<file path="src/rtl/adc_rec_pkg.sv">
// Shared definitions for the ADC recording path: sample type and default
// averaging / buffering geometry used by capture, buffer and memory writer.
package adc_rec_pkg;

  localparam int SAMPLE_W       = 12;
  localparam int AVG_LOG2_DEF   = 2;
  localparam int DEPTH_LOG2_DEF = 4;

  typedef logic [SAMPLE_W-1:0] sample_t;

endpackage

</file>
<file path="src/rtl/sync_fifo.sv">
// Show-ahead synchronous FIFO on a register array with occupancy output.
// A push into a full FIFO is accepted only when a pop happens in the same cycle.
module sync_fifo #(
  parameter int WIDTH      = 12,
  parameter int DEPTH_LOG2 = 4
) (
  input  logic                  clk,
  input  logic                  rst,
  input  logic                  push_i,
  input  logic [WIDTH-1:0]      push_data_i,
  output logic                  push_ok_o,
  input  logic                  pop_i,
  output logic [WIDTH-1:0]      head_o,
  output logic                  valid_o,
  output logic [DEPTH_LOG2:0]   level_o
);

  localparam int LVL_W = DEPTH_LOG2 + 1;
  localparam logic [LVL_W-1:0]      LVL_FULL = LVL_W'(1 << DEPTH_LOG2);
  localparam logic [LVL_W-1:0]      LVL_ONE  = LVL_W'(1);
  localparam logic [DEPTH_LOG2-1:0] PTR_ONE  = DEPTH_LOG2'(1);

  logic [WIDTH-1:0]      mem_q [1 << DEPTH_LOG2];
  logic [DEPTH_LOG2-1:0] wr_ptr_q, wr_ptr_d;
  logic [DEPTH_LOG2-1:0] rd_ptr_q, rd_ptr_d;
  logic [LVL_W-1:0]      level_q, level_d;
  logic                  pop_s, push_s, full_s, nonempty_s;

  // Pointer and occupancy next-state; pops while empty are ignored.
  always_comb begin
    nonempty_s = (level_q != {LVL_W{1'b0}});
    full_s     = (level_q == LVL_FULL);
    pop_s      = pop_i && nonempty_s;
    push_s     = push_i && (!full_s || pop_s);
    wr_ptr_d   = wr_ptr_q;
    rd_ptr_d   = rd_ptr_q;
    level_d    = level_q;
    if (push_s) begin
      wr_ptr_d = wr_ptr_q + PTR_ONE;
    end else begin
      wr_ptr_d = wr_ptr_q;
    end
    if (pop_s) begin
      rd_ptr_d = rd_ptr_q + PTR_ONE;
    end else begin
      rd_ptr_d = rd_ptr_q;
    end
    if (push_s && !pop_s) begin
      level_d = level_q + LVL_ONE;
    end else if (pop_s && !push_s) begin
      level_d = level_q - LVL_ONE;
    end else begin
      level_d = level_q;
    end
  end

  // Control state registers.
  always_ff @(posedge clk or posedge rst) begin
    if (rst) begin
      wr_ptr_q <= {DEPTH_LOG2{1'b0}};
      rd_ptr_q <= {DEPTH_LOG2{1'b0}};
      level_q  <= {LVL_W{1'b0}};
    end else begin
      wr_ptr_q <= wr_ptr_d;
      rd_ptr_q <= rd_ptr_d;
      level_q  <= level_d;
    end
  end

  // Storage array; contents are only observable while valid, so no reset.
  always_ff @(posedge clk) begin
    if (push_s) begin
      mem_q[wr_ptr_q] <= push_data_i;
    end
  end

  assign push_ok_o = push_s;
  assign valid_o   = nonempty_s;
  assign level_o   = level_q;
  assign head_o    = nonempty_s ? mem_q[rd_ptr_q] : {WIDTH{1'b0}};

endmodule

</file>
<file path="src/rtl/adc_sample_buffer.sv">
// Block-averages accepted ADC samples and queues the averages for the memory
// writer; averages that find the queue full are dropped and flagged.
module adc_sample_buffer
  import adc_rec_pkg::*;
#(
  parameter int AVG_LOG2   = AVG_LOG2_DEF,
  parameter int DEPTH_LOG2 = DEPTH_LOG2_DEF
) (
  input  logic                clk,
  input  logic                rst,
  input  logic                rec_en,
  input  sample_t             sample_in,
  input  logic                sample_stb,
  output sample_t             out_data,
  output logic                out_valid,
  input  logic                out_ready,
  output logic [DEPTH_LOG2:0] level,
  output logic                overflow,
  input  logic                ovf_clr
);

  localparam int ACC_W = SAMPLE_W + AVG_LOG2;
  // Keep the counter at least one bit so pass-through mode needs no special case.
  localparam int IDX_W = (AVG_LOG2 > 0) ? AVG_LOG2 : 1;
  localparam logic [IDX_W-1:0] IDX_LAST = IDX_W'((1 << AVG_LOG2) - 1);
  localparam logic [IDX_W-1:0] IDX_ONE  = IDX_W'(1);

  logic [ACC_W-1:0] acc_q, acc_d, sum_s;
  logic [IDX_W-1:0] idx_q, idx_d;
  logic             overflow_q, overflow_d;
  logic             push_s, push_ok_s, drop_s;
  sample_t          avg_s;

  // Accumulate a block; on its last sample emit the truncated mean.
  always_comb begin
    sum_s  = acc_q + ACC_W'(sample_in);
    avg_s  = sum_s[ACC_W-1:AVG_LOG2];
    acc_d  = acc_q;
    idx_d  = idx_q;
    push_s = 1'b0;
    if (!rec_en) begin
      acc_d = {ACC_W{1'b0}};
      idx_d = {IDX_W{1'b0}};
    end else if (sample_stb) begin
      if (idx_q == IDX_LAST) begin
        push_s = 1'b1;
        acc_d  = {ACC_W{1'b0}};
        idx_d  = {IDX_W{1'b0}};
      end else begin
        acc_d = sum_s;
        idx_d = idx_q + IDX_ONE;
      end
    end else begin
      acc_d = acc_q;
      idx_d = idx_q;
    end
  end

  // Sticky overflow; a drop in the same cycle as a clear keeps it set.
  always_comb begin
    drop_s = push_s && !push_ok_s;
    if (drop_s) begin
      overflow_d = 1'b1;
    end else if (ovf_clr) begin
      overflow_d = 1'b0;
    end else begin
      overflow_d = overflow_q;
    end
  end

  // Accumulator, block counter and overflow registers.
  always_ff @(posedge clk or posedge rst) begin
    if (rst) begin
      acc_q      <= {ACC_W{1'b0}};
      idx_q      <= {IDX_W{1'b0}};
      overflow_q <= 1'b0;
    end else begin
      acc_q      <= acc_d;
      idx_q      <= idx_d;
      overflow_q <= overflow_d;
    end
  end

  sync_fifo #(
    .WIDTH      (SAMPLE_W),
    .DEPTH_LOG2 (DEPTH_LOG2)
  ) u_fifo (
    .clk         (clk),
    .rst         (rst),
    .push_i      (push_s),
    .push_data_i (avg_s),
    .push_ok_o   (push_ok_s),
    .pop_i       (out_ready),
    .head_o      (out_data),
    .valid_o     (out_valid),
    .level_o     (level)
  );

  assign overflow = overflow_q;

endmodule

</file>
<file path="config.mk">
export PLATFORM = sky130hd
export DESIGN_NAME = adc_sample_buffer
export DESIGN_NICKNAME = d
export VERILOG_FILES = /design/src/rtl/adc_rec_pkg.sv /design/src/rtl/sync_fifo.sv /design/src/rtl/adc_sample_buffer.sv
export SDC_FILE = /design/constraint.sdc
export NUM_CORES = 1
export LEC_CHECK = 0
export ABC_CLOCK_PERIOD_IN_PS = 6300
export BUFFER_PORTS_ARGS = -buffer_cell sky130_fd_sc_hd__buf_4
export CORE_MARGIN = 10
export CORE_UTILIZATION = 42
export DETAILED_ROUTE_END_ITERATION = 10
export HOLD_SLACK_MARGIN = 0.05
export SYNTH_ARGS = -nofsm -noshare
export SYNTH_HDL_FRONTEND = slang
export SYNTH_SLANG_ARGS = --single-unit
</file>
<file path="constraint.sdc">
create_clock -name clk -period 6.3 [get_ports clk]
set_clock_uncertainty 0.2 [all_clocks]
set_input_delay 0.63 -clock clk [delete_from_list [all_inputs] [get_ports clk]]
set_output_delay 0.63 -clock clk [all_outputs]
set_load 0.005 [all_outputs]
</file>
==> out/results.tsv, run 1 <==
stage	metric	value	unit
die	die width	170.4	µm
finish	Nets	610	
yosys	Async SR Flop Fraction	13.51	%
routing	First DRT Iteration DRCs	339	
yosys	Synth area leader	edfxtp_1	
timing	setup ws final	2.389	ns
routing	number of remaining DRC errors	0	
routing	Initial DRT Pass Iterations	4	
timing	Max Slew Vio Count	0	
setup_path	Data arrival, critical path	3.08	ns
yosys	register area share after synthesis	68.58	%
die	FP Rows	54	
global_route	first-pass GRT wire length	31060	µm
finish	Fill cells	1823	
finish	layout cells sized above 1	23.72	%
placed_design	HPWL Detailed	12110	µm
routing	post-route ant nets	0	
yosys	share of the synthesized area in the top cell type	60.68	%
global_route	total grt overflow	0	
timing	Final period util	62.07	%
outcome	status	finished clean	
global_route	GRT Util Overall	14.23	%
yosys	mux contribution to synthesized area	14.55	%
timing	RSZ-0062 raised after global routing	false	
power	Pwr Density	424.9	nW/µm²
routing	WL final	20470	µm
placed_design	PortBufs	36	
timing	Worst-Margin Slew	1.272	ns
timing	post-route setup TNS	0	ns
finish	antenna diode count	0	
clock_network	cts bufs inserted	25	
routing	WL/cell	23.64	µm
setup_path	crit path launch type	register	
global_route	vias in the first global route	5129	
die	Die Footprint	29040	µm²
yosys	Compound-Gate Fraction of Synth Area	4.662	%
setup_path	WP data required	5.47	ns
setup_path	Worst Path Class, Setup	reg2out	
run	Max-cap violations	0	
clock_network	htree depth	1	
yosys	Synth Flop Type	edfxtp_1	
finish	synth-to-layout area growth	14.30	%
clock_network	TritonCTS clock tree	done	
yosys	Syn Std Cell Area	9502	µm²
yosys	Synth cell types	50	
die	Starting Density	43.14	%
placed_design	global placement routability congestion	0.8074	
global_route	M2 GR Usage	23.44	%
die	DIE HEIGHT	170.4	µm
clock_network	worst skew pair latency	0.52	ns
placed_design	Inst Count DP	820	
timing	Max Freq	255.7	MHz
setup_path	Max Fanout on Critical Path	51	
global_route	pin count of the biggest net entering global routing	52	
power	Worst VDD drop	0.0002578	V
die	CORE AREA	22030	µm²
clock_network	maximum buffer depth of the clock tree	3	
timing	# setup viols final	0	
global_route	GRT met1 Usage	19.13	%
power	P_leak	3.750	nW
clock_network	post-cts resize count	0	
yosys	Syn Area/Cell	18.13	µm²
finish	final std cells w/o fill	866	
global_route	routing usage on met3	2.684	%
clock_network	Clock Pin Slew Worst Setup and Hold Paths	0.06	ns
setup_path	CP Capture Type	output port	
placed_design	dpl ws	2.579	ns
yosys	Synth Area in XOR/XNOR	1.659	%
yosys	Adder-Cell Fraction of Synth Area	3.318	%
timing	Final Hold Fails	0	
yosys	#FFs+latches synth	222	
yosys	Cells after Synth	524	
global_route	grt peak-use layer	met2	
clock_network	CTS root buf	clkbuf_16	
timing	Slew HR	14.60	%
yosys	Post-synth EDFFs	192	
clock_network	TritonCTS Sinks	222	
global_route	initial antenna violation count	0	
timing	post-layout min period	3.911	ns
routing	Via density	5.564	
die	Boundary Pins	37	
yosys	simple logic cell fraction of the synthesized area	5.583	%
yosys	largest family of logic cells by synthesized area	multiplexers	
yosys	Syn Nets	566	
yosys	synth warn	0	
routing	via count	4818	
worst_hold_path	worst hold path type	in2reg	
yosys	top cells by area, synth	edfxtp_1, mux4_2, dfrtp_1	
[per-layer routing]
| metal | wire [µm] | up-vias |
|---|---|---|
| met5 | 0 | - |
| met4 | 244 | 0 |
| met3 | 1631 | 22 |
| met2 | 10020 | 131 |
| met1 | 8574 | 2474 |
| li1 | - | 2191 |
[repair_timing]
item                                    in CTS  in global routing
buffers inserted                             0                  0
hold buffers                                 1                  0
endpoints found under the setup margin       0                  0
endpoints found under the hold margin       30                  0
[flip-flops by register name (all words and copies together), names as in the netlist]
register / flops
u_fifo.mem_q: 192
overflow: 1
idx_q: 2
u_fifo.level_o: 5
u_fifo.rd_ptr_q: 4
acc_q: 14
u_fifo.wr_ptr_q: 4
[cells by family (layout without fill, tap and decap cells)]
kind of cell | after synthesis | after routing
buffers and inverters | 36 | 98
and+or+nand+nor | 97 | 97
xor gates and xnor gates | 18 | 18
adders and majority gates | 24 | 24
muxes | 63 | 63
AOI/OAI and AO/OA | 64 | 64
DFF | 222 | 222
[synth_stat cells (4+ instances only)]
master	instances
a21o_1	7
a21oi_1	17
a22o_1	6
and2_1	32
buf_1	5
buf_4	5
clkbuf_1	11
dfrtp_1	30
edfxtp_1	192
ha_1	22
inv_1	12
mux4_2	60
nand2_1	22
nand2b_1	4
nand3_1	4
nor2_1	8
nor2b_1	6
nor3_1	4
o21ai_0	10
or3_1	4
xnor2_1	14
xor2_1	4
[cell usage in the layout, fill, tap and decap left out, types with 4 or more instances in the layout]
cell type and count:
edfxtp_1 192, mux4_2 60, buf_4 39, and2_1 32, dfrtp_1 28, clkbuf_16 25, nand2_1 22, ha_1 22
a21oi_1 17, xnor2_1 13, inv_1 12, o21ai_0 10, nor2_1 8, a21o_1 7, nor2b_1 6, a22o_1 6
clkbuf_1 6, clkinv_1 5, nand3_1 4, nand2b_1 4, xor2_1 4, or3_1 4, nor3_1 4
[final cells by class]
cell class                 count  area, µm²  area share, %
clock inverter                14      152.6          1.406
clock buffer                  31      648.1          5.968
inverter                      13      48.80         0.4493
tap                          280      350.3          3.226
multi-input combinational    266       2836          26.12
sequential                   222       6521          60.05
timing repair buffer          40      302.8          2.788
[critical path: stages, from the launching register on]
cell and delay (ns):
dfrtp_4 1.10, mux4_2 0.62, mux4_2 0.47, and2_1 0.19
buf_4 0.14
[report_power, final]
part | internal [mW] | total (mW) | leakage (nW) | switching, mW
sequential | 1.78 | 1.99 | 2.11 | 0.211
combinational | 0.679 | 1.19 | 1.26 | 0.515
clock | 0.854 | 1.43 | 0.385 | 0.573
total | 3.32 | 4.61 | 3.75 | 1.30
[path summary, 6_finish.rpt]
| check | cells past startpoint | start | end | slack (ns) |
|---|---|---|---|---|
| min in group asynchronous | 4 | rst | u_fifo.wr_ptr_q[3]$_DFFE_PP0P_ | 0.56 |
| min reg2reg | 1 | idx_q[0]$_DFFE_PP0P_ | idx_q[0]$_DFFE_PP0P_ | 0.30 |
| max | 4 | u_fifo.rd_ptr_q[0]$_DFFE_PP0P_ | out_data[3] | 2.39 |
| max reg2reg | 12 | u_fifo.level_o[0]$_DFFE_PP0P_ | u_fifo.level_o[4]$_DFFE_PP0P_ | 2.61 |
| min | 2 | ovf_clr | overflow$_DFFE_PP0P_ | 0.11 |
| max in group asynchronous | 4 | rst | u_fifo.rd_ptr_q[0]$_DFFE_PP0P_ | 5.02 |
[stage by stage]
step | utilization, % | total power, mW | hold WS, ns | instance area (µm²)
after floorplan | - | 2.816 | 0.2526 | 9502
after global placement | 45.59 | 3.214 | 0.2824 | 10040
after detailed placement | 45.59 | 3.251 | 0.2912 | 10040
after CTS | 49.27 | 4.677 | 0.09389 | 10850
after global routing | 49.31 | 4.847 | 0.1139 | 10860
final | 49.31 | 4.615 | 0.1106 | 10860
(Power assumes the default switching activity.)
==> inputs of run 2 (changes only) <==
Settings changed: ABC_AREA set to 1, ABC_CLOCK_PERIOD_IN_PS 6300 to 3300.
Clock period 6.3 ns to 3.3 ns, I/O delays scaled along.
==> run 2 against run 1 <==
Sequential share of layout area decreased by 4.1 points. Final area increased by 7.3%. First-iteration DRC count increased by 60%. Register-to-register slack got worse by 2.2 ns. Flip-flop and latch count unchanged. Critical path type unchanged. Largest cell class unchanged.
==> out/results.tsv, run 2 <==
stage	metric	value	unit	change
outcome	status	finished clean		
finish	synth-to-layout area growth	16.15	%	
finish	antenna diode count	0		unchanged
placed_design	HPWL Detailed	14840	µm	+22%
clock_network	worst skew pair latency	0.51	ns	about the same
finish	Final Util	49.65	%	+0.34 points
die	Die Footprint	30470	µm²	+4.9%
yosys	Synth cell types	29		-42%
die	Boundary Pins	37		unchanged
yosys	Post-synth EDFFs	192		unchanged
routing	Initial DRT Pass Iterations	4		unchanged
clock_network	# hold bufs at CTS	9		+8
timing	post-layout min period	2.922	ns	
yosys	largest family of logic cells by synthesized area	simple AND/OR/NAND/NOR gates		
setup_path	reg2reg setup slack	0.42	ns	-2.19 ns
timing	Final Hold Fails	0		unchanged
placed_design	global placement routability congestion	0.8134		+0.74%
die	FP Rows	56		+3.7%
yosys	Adder-Cell Fraction of Synth Area	3.143	%	-0.18 points
clock_network	cts bufs inserted	23		-8.0%
finish	Fill cells	2099		+15%
routing	Via density	5.155		-7.3%
yosys	top cells by area, synth	edfxtp_1, nand2_1, nand3_1		
yosys	simple logic cell fraction of the synthesized area	22.30	%	+17 points
timing	# setup viols final	0		unchanged
setup_path	WP data required	2.77	ns	-2.70 ns
yosys	most frequent cell after synthesis	nand2_1		
timing	Max Slew Vio Count	0		unchanged
yosys	share of the synthesized area in the top cell type	57.46	%	-3.2 points
finish	most common cell after layout, fill and taps aside	nand2_1		
finish	area taken by multi-input logic gates	3084	µm²	+8.7%
yosys	mux contribution to synthesized area	0	%	-15 points
die	CORE AREA	23470	µm²	+6.6%
finish	largest reg by FF count	u_fifo.mem_q		
yosys	Async SR Flop Fraction	13.51	%	unchanged
routing	number of remaining DRC errors	0		unchanged
setup_path	Data arrival, critical path	2.39	ns	-0.69 ns
finish	most frequent cells in the layout	nand2_1, edfxtp_1, nand3_1		
routing	First DRT Iteration DRCs	541		+60%
finish	FF/Latch Area	6521	µm²	unchanged
finish	layout cells sized above 1	12.63	%	-11 points
global_route	vias in the first global route	6840		+33%
power	P_leak	4.617	nW	+23%
setup_path	Worst Path Class, Setup	reg2out		
placed_design	PortBufs	36		unchanged
global_route	pin count of the biggest net entering global routing	99		+90%
finish	max reg flops	192		unchanged
setup_path	CP Capture Type	output port		
die	Starting Density	42.75	%	-0.39 points
routing	DR top layer	met4		
die	die width	174.6	µm	+2.4%
yosys	Syn Std Cell Area	10030	µm²	+5.6%
clock_network	CTS root buf	clkbuf_16		
global_route	total grt overflow	0		unchanged
clock_network	post-cts resize count	0		unchanged
yosys	Synth area leader	edfxtp_1		
routing	WL/cell	17.61	µm	-26%
timing	post-route setup TNS	0	ns	unchanged
yosys	Compound-Gate Fraction of Synth Area	3.367	%	-1.3 points
yosys	list of most frequent post-synthesis cells	nand2_1, edfxtp_1, nand3_1, inv_1, a21oi_1		
routing	Met3 Routed Length	1157	µm	-29%
timing	Slew HR	40.26	%	+26 points
yosys	Synth Area in XOR/XNOR	1.135	%	-0.52 points
global_route	GRT Util Overall	15.27	%	+1.0 points
power	Worst VDD drop	0.0005226	V	+100%
global_route	first-pass GRT wire length	37670	µm	+21%
clock_network	TritonCTS clock tree	done		
finish	Nets	1048		+72%
yosys	Cells after Synth	947		+81%
worst_hold_path	worst hold path type	in2reg		
timing	RSZ-0062 raised after global routing	false		
yosys	#FFs+latches synth	222		unchanged
clock_network	Clock Pin Slew Worst Setup and Hold Paths	0.06	ns	about the same
timing	Max Freq	342.2	MHz	
timing	Final period util	88.55	%	
run	Max-cap violations	0		unchanged
timing	Worst-Margin Slew	0.8951	ns	-0.3768 ns
yosys	synth warn	0		unchanged
routing	via count	6908		+43%
yosys	register area share after synthesis	64.95	%	-3.6 points
global_route	initial antenna violation count	0		unchanged
setup_path	Max Fanout on Critical Path	46		-9.8%
routing	WL met1	10500	µm	+22%
routing	post-route ant nets	0		unchanged
clock_network	post-CTS setup buffers	0		unchanged
yosys	Syn Nets	989		+75%
routing	WL final	23590	µm	+15%
clock_network	htree depth	1		unchanged
die	DIE HEIGHT	174.6	µm	+2.4%
setup_path	crit path launch type	register		
routing	met2 WL	11450	µm	+14%
clock_network	maximum buffer depth of the clock tree	3		unchanged
clock_network	TritonCTS Sinks	222		unchanged
yosys	Syn Area/Cell	10.59	µm²	-42%
power	Pwr Density	797.0	nW/µm²	+88%
yosys	Synth Flop Type	edfxtp_1		
run 2: kinds of logic after synthesis:
group,Yosys count
and+or+nand+nor,521
DFF,222
buffers and inverters,107
AOI/OAI and AO/OA,60
adders and majority gates,24
xor gates and xnor gates,13
run 2: through the flow:
step	setup WS, ns	instances	hold slack [ns]	total power, mW	area, µm²
6_report	0.3779	1340	0.08785	9.288	11650
5_1_grt	0.1738	1340	0.1040	9.819	11650
4_1_cts	0.3591	1340	0.07684	9.375	11650
3_5_place_dp	0.4554	1291	0.2717	6.769	10810
3_3_place_gp	0.4917	1291	0.2660	6.747	10810
2_1_floorplan	0.7437	947	0.2208	5.604	10030
run 2: worst paths after layout:
kind                                           startpoint                       endpoint  cells after the start
max in group asynchronous                             rst           overflow$_DFFE_PP0P_                      4
max                        u_fifo.rd_ptr_q[0]$_DFFE_PP0P_                   out_data[11]                      8
min reg2reg                         acc_q[11]$_DFFE_PP0P_          acc_q[11]$_DFFE_PP0P_                      2
min                                          sample_in[1]           acc_q[1]$_DFFE_PP0P_                      4
max reg2reg                 u_fifo.level_o[0]$_DFFE_PP0P_  u_fifo.level_o[4]$_DFFE_PP0P_                     16
min in group asynchronous                             rst           acc_q[1]$_DFFE_PP0P_                      3
run 2: layout make-up:
cell class,count,area share [%]
well taps,319,3.425
flip-flops and latches,222,55.96
clock inverters,10,1.117
clock buffers,30,5.336
inverters,63,2.051
multi-input cells,618,26.47
repair buffers,78,5.647
run 2: per-layer routing:
layer | vias up | track usage (%)
met5 | - | 0
met4 | 0 | 3.780
met3 | 32 | 2.232
met2 | 174 | 25.83
met1 | 3345 | 20.21
li1 | 3357 | -
run 2: report_power, final:
part / internal [mW] / switching, mW
combinational: 1.13 / 2.13
clock: 1.56 / 1.03
sequential: 3.34 / 0.0882
run 2: worst max-delay path, stage by stage (launching register included):
cell	delay, ns
dfrtp_4	0.50
inv_4	0.26
buf_12	0.28
nand2_1	0.08
nand3_1	0.09
nand3_1	0.08
a21oi_1	0.26
o21a_1	0.17
buf_4	0.11
==> inputs of run 3 (changes only) <==
Settings changed: SYNTH_HIERARCHICAL set to 1, TNS_END_PERCENT set to 10.
==> run 3 against run 2 <==
Maximum frequency is 1.1% lower. Synthesized area is 0.36% higher. Final area is 0.76% lower. Total power is 0.69% higher. Die area is 0.32% higher. Via count is 1.4% lower. Flip-flop and latch count stayed put. Sequential share of layout area is 0.41 points higher. Hold slack worse by 0.024 ns.
==> out/results.tsv, run 3 <==
stage	metric	value	unit	change
outcome	status	finished clean		
clock_network	cts bufs inserted	24		+4.3%
setup_path	Worst Path Class, Setup	reg2out		
timing	Final Hold Fails	0		unchanged
yosys	register area share after synthesis	64.71	%	-0.23 points
placed_design	Cell Area, Placed	10730	µm²	-0.73%
clock_network	maximum buffer depth of the clock tree	3		unchanged
routing	post-route ant nets	0		unchanged
power	Worst VDD drop	0.0006031	V	+15%
yosys	Cells after Synth	971		+2.5%
global_route	pin count of the biggest net entering global routing	99		unchanged
timing	setup ws final	0.3462	ns	-0.03170 ns
finish	Final Util	49.12	%	-0.53 points
global_route	initial antenna violation count	0		unchanged
finish	most common cell after layout, fill and taps aside	nand2_1		
power	Pwr Density	808.7	nW/µm²	+1.5%
timing	Final period util	89.51	%	+0.96 points
clock_network	TritonCTS Sinks	222		unchanged
setup_path	WP data required	2.77	ns	about the same
die	CORE AREA	23540	µm²	+0.30%
yosys	synth warn	6		+6
yosys	Syn Nets	1013		+2.4%
setup_path	Max Fanout on Critical Path	32		-30%
clock_network	Clock Pin Slew Worst Setup and Hold Paths	0.06	ns	about the same
routing	Via density	5.003		-3.0%
finish	largest reg by FF count	u_fifo/mem_q		
worst_hold_path	worst hold path type	in2reg		
yosys	Post-synth EDFFs	192		unchanged
finish	synth-to-layout area growth	14.85	%	
placed_design	PortBufs	36		unchanged
finish	Fill cells	2177		+3.7%
placed_design	HPWL Detailed	14370	µm	-3.1%
clock_network	post-CTS setup buffers	0		unchanged
finish	most frequent cells in the layout	nand2_1, edfxtp_1, nand3_1		
global_route	total grt overflow	0		unchanged
clock_network	worst skew pair latency	0.51	ns	about the same
die	Boundary Pins	37		unchanged
timing	RSZ-0062 raised after global routing	false		
power	Pwr Total	9.353	mW	+0.69%
clock_network	CTS root buf	clkbuf_16		
routing	via count	6814		-1.4%
timing	Worst-Margin Slew	0.7190	ns	-0.1761 ns
yosys	most frequent cell after synthesis	nand2_1		
setup_path	crit path launch type	register		
yosys	Async SR Flop Fraction	13.51	%	unchanged
timing	post-route setup TNS	0	ns	unchanged
routing	WL/cell	17.95	µm	+1.9%
power	clock network power share	27.5	%	-0.4 points
timing	# setup viols final	0		unchanged
die	Die Footprint	30570	µm²	+0.32%
finish	FF/Latch Area	6519	µm²	about the same
worst_hold_path	hold path start	sample_in[1]		
routing	Initial DRT Pass Iterations	6		+2
global_route	first-pass GRT wire length	38230	µm	+1.5%
yosys	Syn Area/Cell	10.37	µm²	-2.1%
clock_network	htree depth	1		unchanged
timing	post-layout min period	2.954	ns	+0.03170 ns
die	DIE HEIGHT	174.8	µm	+0.16%
yosys	share of the synthesized area in the top cell type	57.26	%	-0.21 points
finish	antenna diode count	0		unchanged
clock_network	# hold bufs at CTS	7		-2
timing	Max Freq	338.5	MHz	-1.1%
setup_path	CP Capture Type	output port		
finish	fin area	11560	µm²	-0.76%
setup_path	Data arrival, critical path	2.42	ns	+0.03 ns
run	Max-cap violations	0		unchanged
finish	max reg flops	192		unchanged
timing	Slew HR	52.03	%	+12 points
finish	layout cells sized above 1	11.79	%	-0.84 points
power	Logic pwr share	35.7	%	+0.5 points
setup_path	Critical path origin	u_fifo/rd_ptr_q[0]$_DFFE_PP0P_		
yosys	Synth cell types	32		+10%
yosys	#FFs+latches synth	222		unchanged
power	P_leak	4.723	nW	+2.3%
routing	number of remaining DRC errors	0		unchanged
yosys	Synth area leader	edfxtp_1		
yosys	Synth Flop Type	edfxtp_1		
yosys	top cells by area, synth	edfxtp_1, nand2_1, nand3_1		
global_route	vias in the first global route	6713		-1.9%
die	FP Rows	56		unchanged
finish	area taken by multi-input logic gates	3049	µm²	-1.1%
clock_network	TritonCTS clock tree	done		
routing	First DRT Iteration DRCs	519		-4.1%
power	P_int	5.962	mW	-1.2%
die	Starting Density	42.77	%	about the same
finish	Nets	1069		+2.0%
die	die width	174.8	µm	+0.16%
timing	Max Slew Vio Count	0		unchanged
power	switching share of power	36.26	%	+1.2 points
clock_network	post-cts resize count	0		unchanged
routing	WL final	24440	µm	+3.6%
yosys	Syn Std Cell Area	10070	µm²	+0.36%
setup_path	RR Startpoint	idx_q[0]$_DFFE_PP0P_		
power	sequential share of power	36.8	%	about the same
power	Psw	3.391	mW	+4.2%
global_route	GRT Util Overall	15.85	%	+0.58 points
placed_design	dpl ws	0.7577	ns	+0.3023 ns
yosys	list of most frequent post-synthesis cells	nand2_1, edfxtp_1, nand3_1, inv_1, nor2_1		
placed_design	global placement routability congestion	0.8226		+1.1%
==> run 3: cell types whose count changed in the layout (fill, tap and decap cells not counted), moves of 7 or more <==
cell | before | now
nand2_2 | 1 | 8
nor3_2 | 16 | 0
o21a_1 | 12 | 0
nor2_1 | 18 | 35
nand2_1 | 303 | 351
a21oi_1 | 34 | 17
==> run 3: metal layers <==
layer / up-vias / routed length, µm / track usage [%] / share of wire, %
li1: 3377 / - / - / -
met1: 3241 / 10950 / 21.16 / 45
met2: 174 / 11650 / 26.48 / 48
met3: 22 / 1493 / 2.759 / 6.1
met4: 0 / 346 / 3.426 / 1.4
met5: - / 0 / 0 / 0
==> run 3: cell type report <==
class	instances	share of cell area, %
multi-input cells	643	26.37
well taps	319	3.451
clock inverters	15	1.212
clock buffers	27	5.377
inverters	62	2.056
repair buffers	74	5.172
flip-flops and latches	222	56.37
==> run 3: path summary, 6_finish.rpt <==
check,endpoint,slack (ns),cells after the start
worst max register to register,u_fifo/level_o[4]$_DFFE_PP0P_,0.77,16
worst max-delay path,out_data[3],0.35,9
worst min-delay path,acc_q[1]$_DFFE_PP0P_,0.06,3
worst min register to register,idx_q[1]$_DFFE_PP0P_,0.28,2
min in group asynchronous,u_fifo/wr_ptr_q[2]$_DFFE_PP0P_,0.23,3
max in group asynchronous,acc_q[4]$_DFFE_PP0P_,2.13,3
==> run 3: through the flow <==
stage / hold slack [ns] / cells
detailed placement: 0.2306 / 1313
CTS: 0.05397 / 1362
finish: 0.06382 / 1362
global route: 0.08117 / 1362
floorplan: 0.006959 / 971
global placement: 0.2313 / 1313
==> run 3: logic make-up after synthesis <==
logic type,Yosys count,share of synthesized area (%)
xor gates and xnor gates,14,1.367
AOI/OAI and AO/OA,31,1.789
buffers and inverters,106,5.008
and+or+nand+nor,574,23.99
adders and majority gates,24,3.131
DFF,222,64.71
==> run 3: power by group through the flow <==
stage | Clock [mW] | Combinational, mW | Sequential, mW
floorplan | 0 | 2.24 | 3.47
global placement | 0 | 3.33 | 3.50
detailed placement | 0 | 3.35 | 3.50
CTS | 2.63 | 3.37 | 3.44
global route | 2.73 | 3.77 | 3.46
finish | 2.57 | 3.34 | 3.44
==> run 3: critical path, cell delays in order, from the launching register on <==
cell     delay, ns
dfrtp_2       0.45
inv_6         0.23
buf_4         0.34
nand2_1       0.08
nand3_1       0.08
nand3_1       0.10
nand2_1       0.10
nand2_1       0.08
a21oi_1       0.26
buf_4         0.18
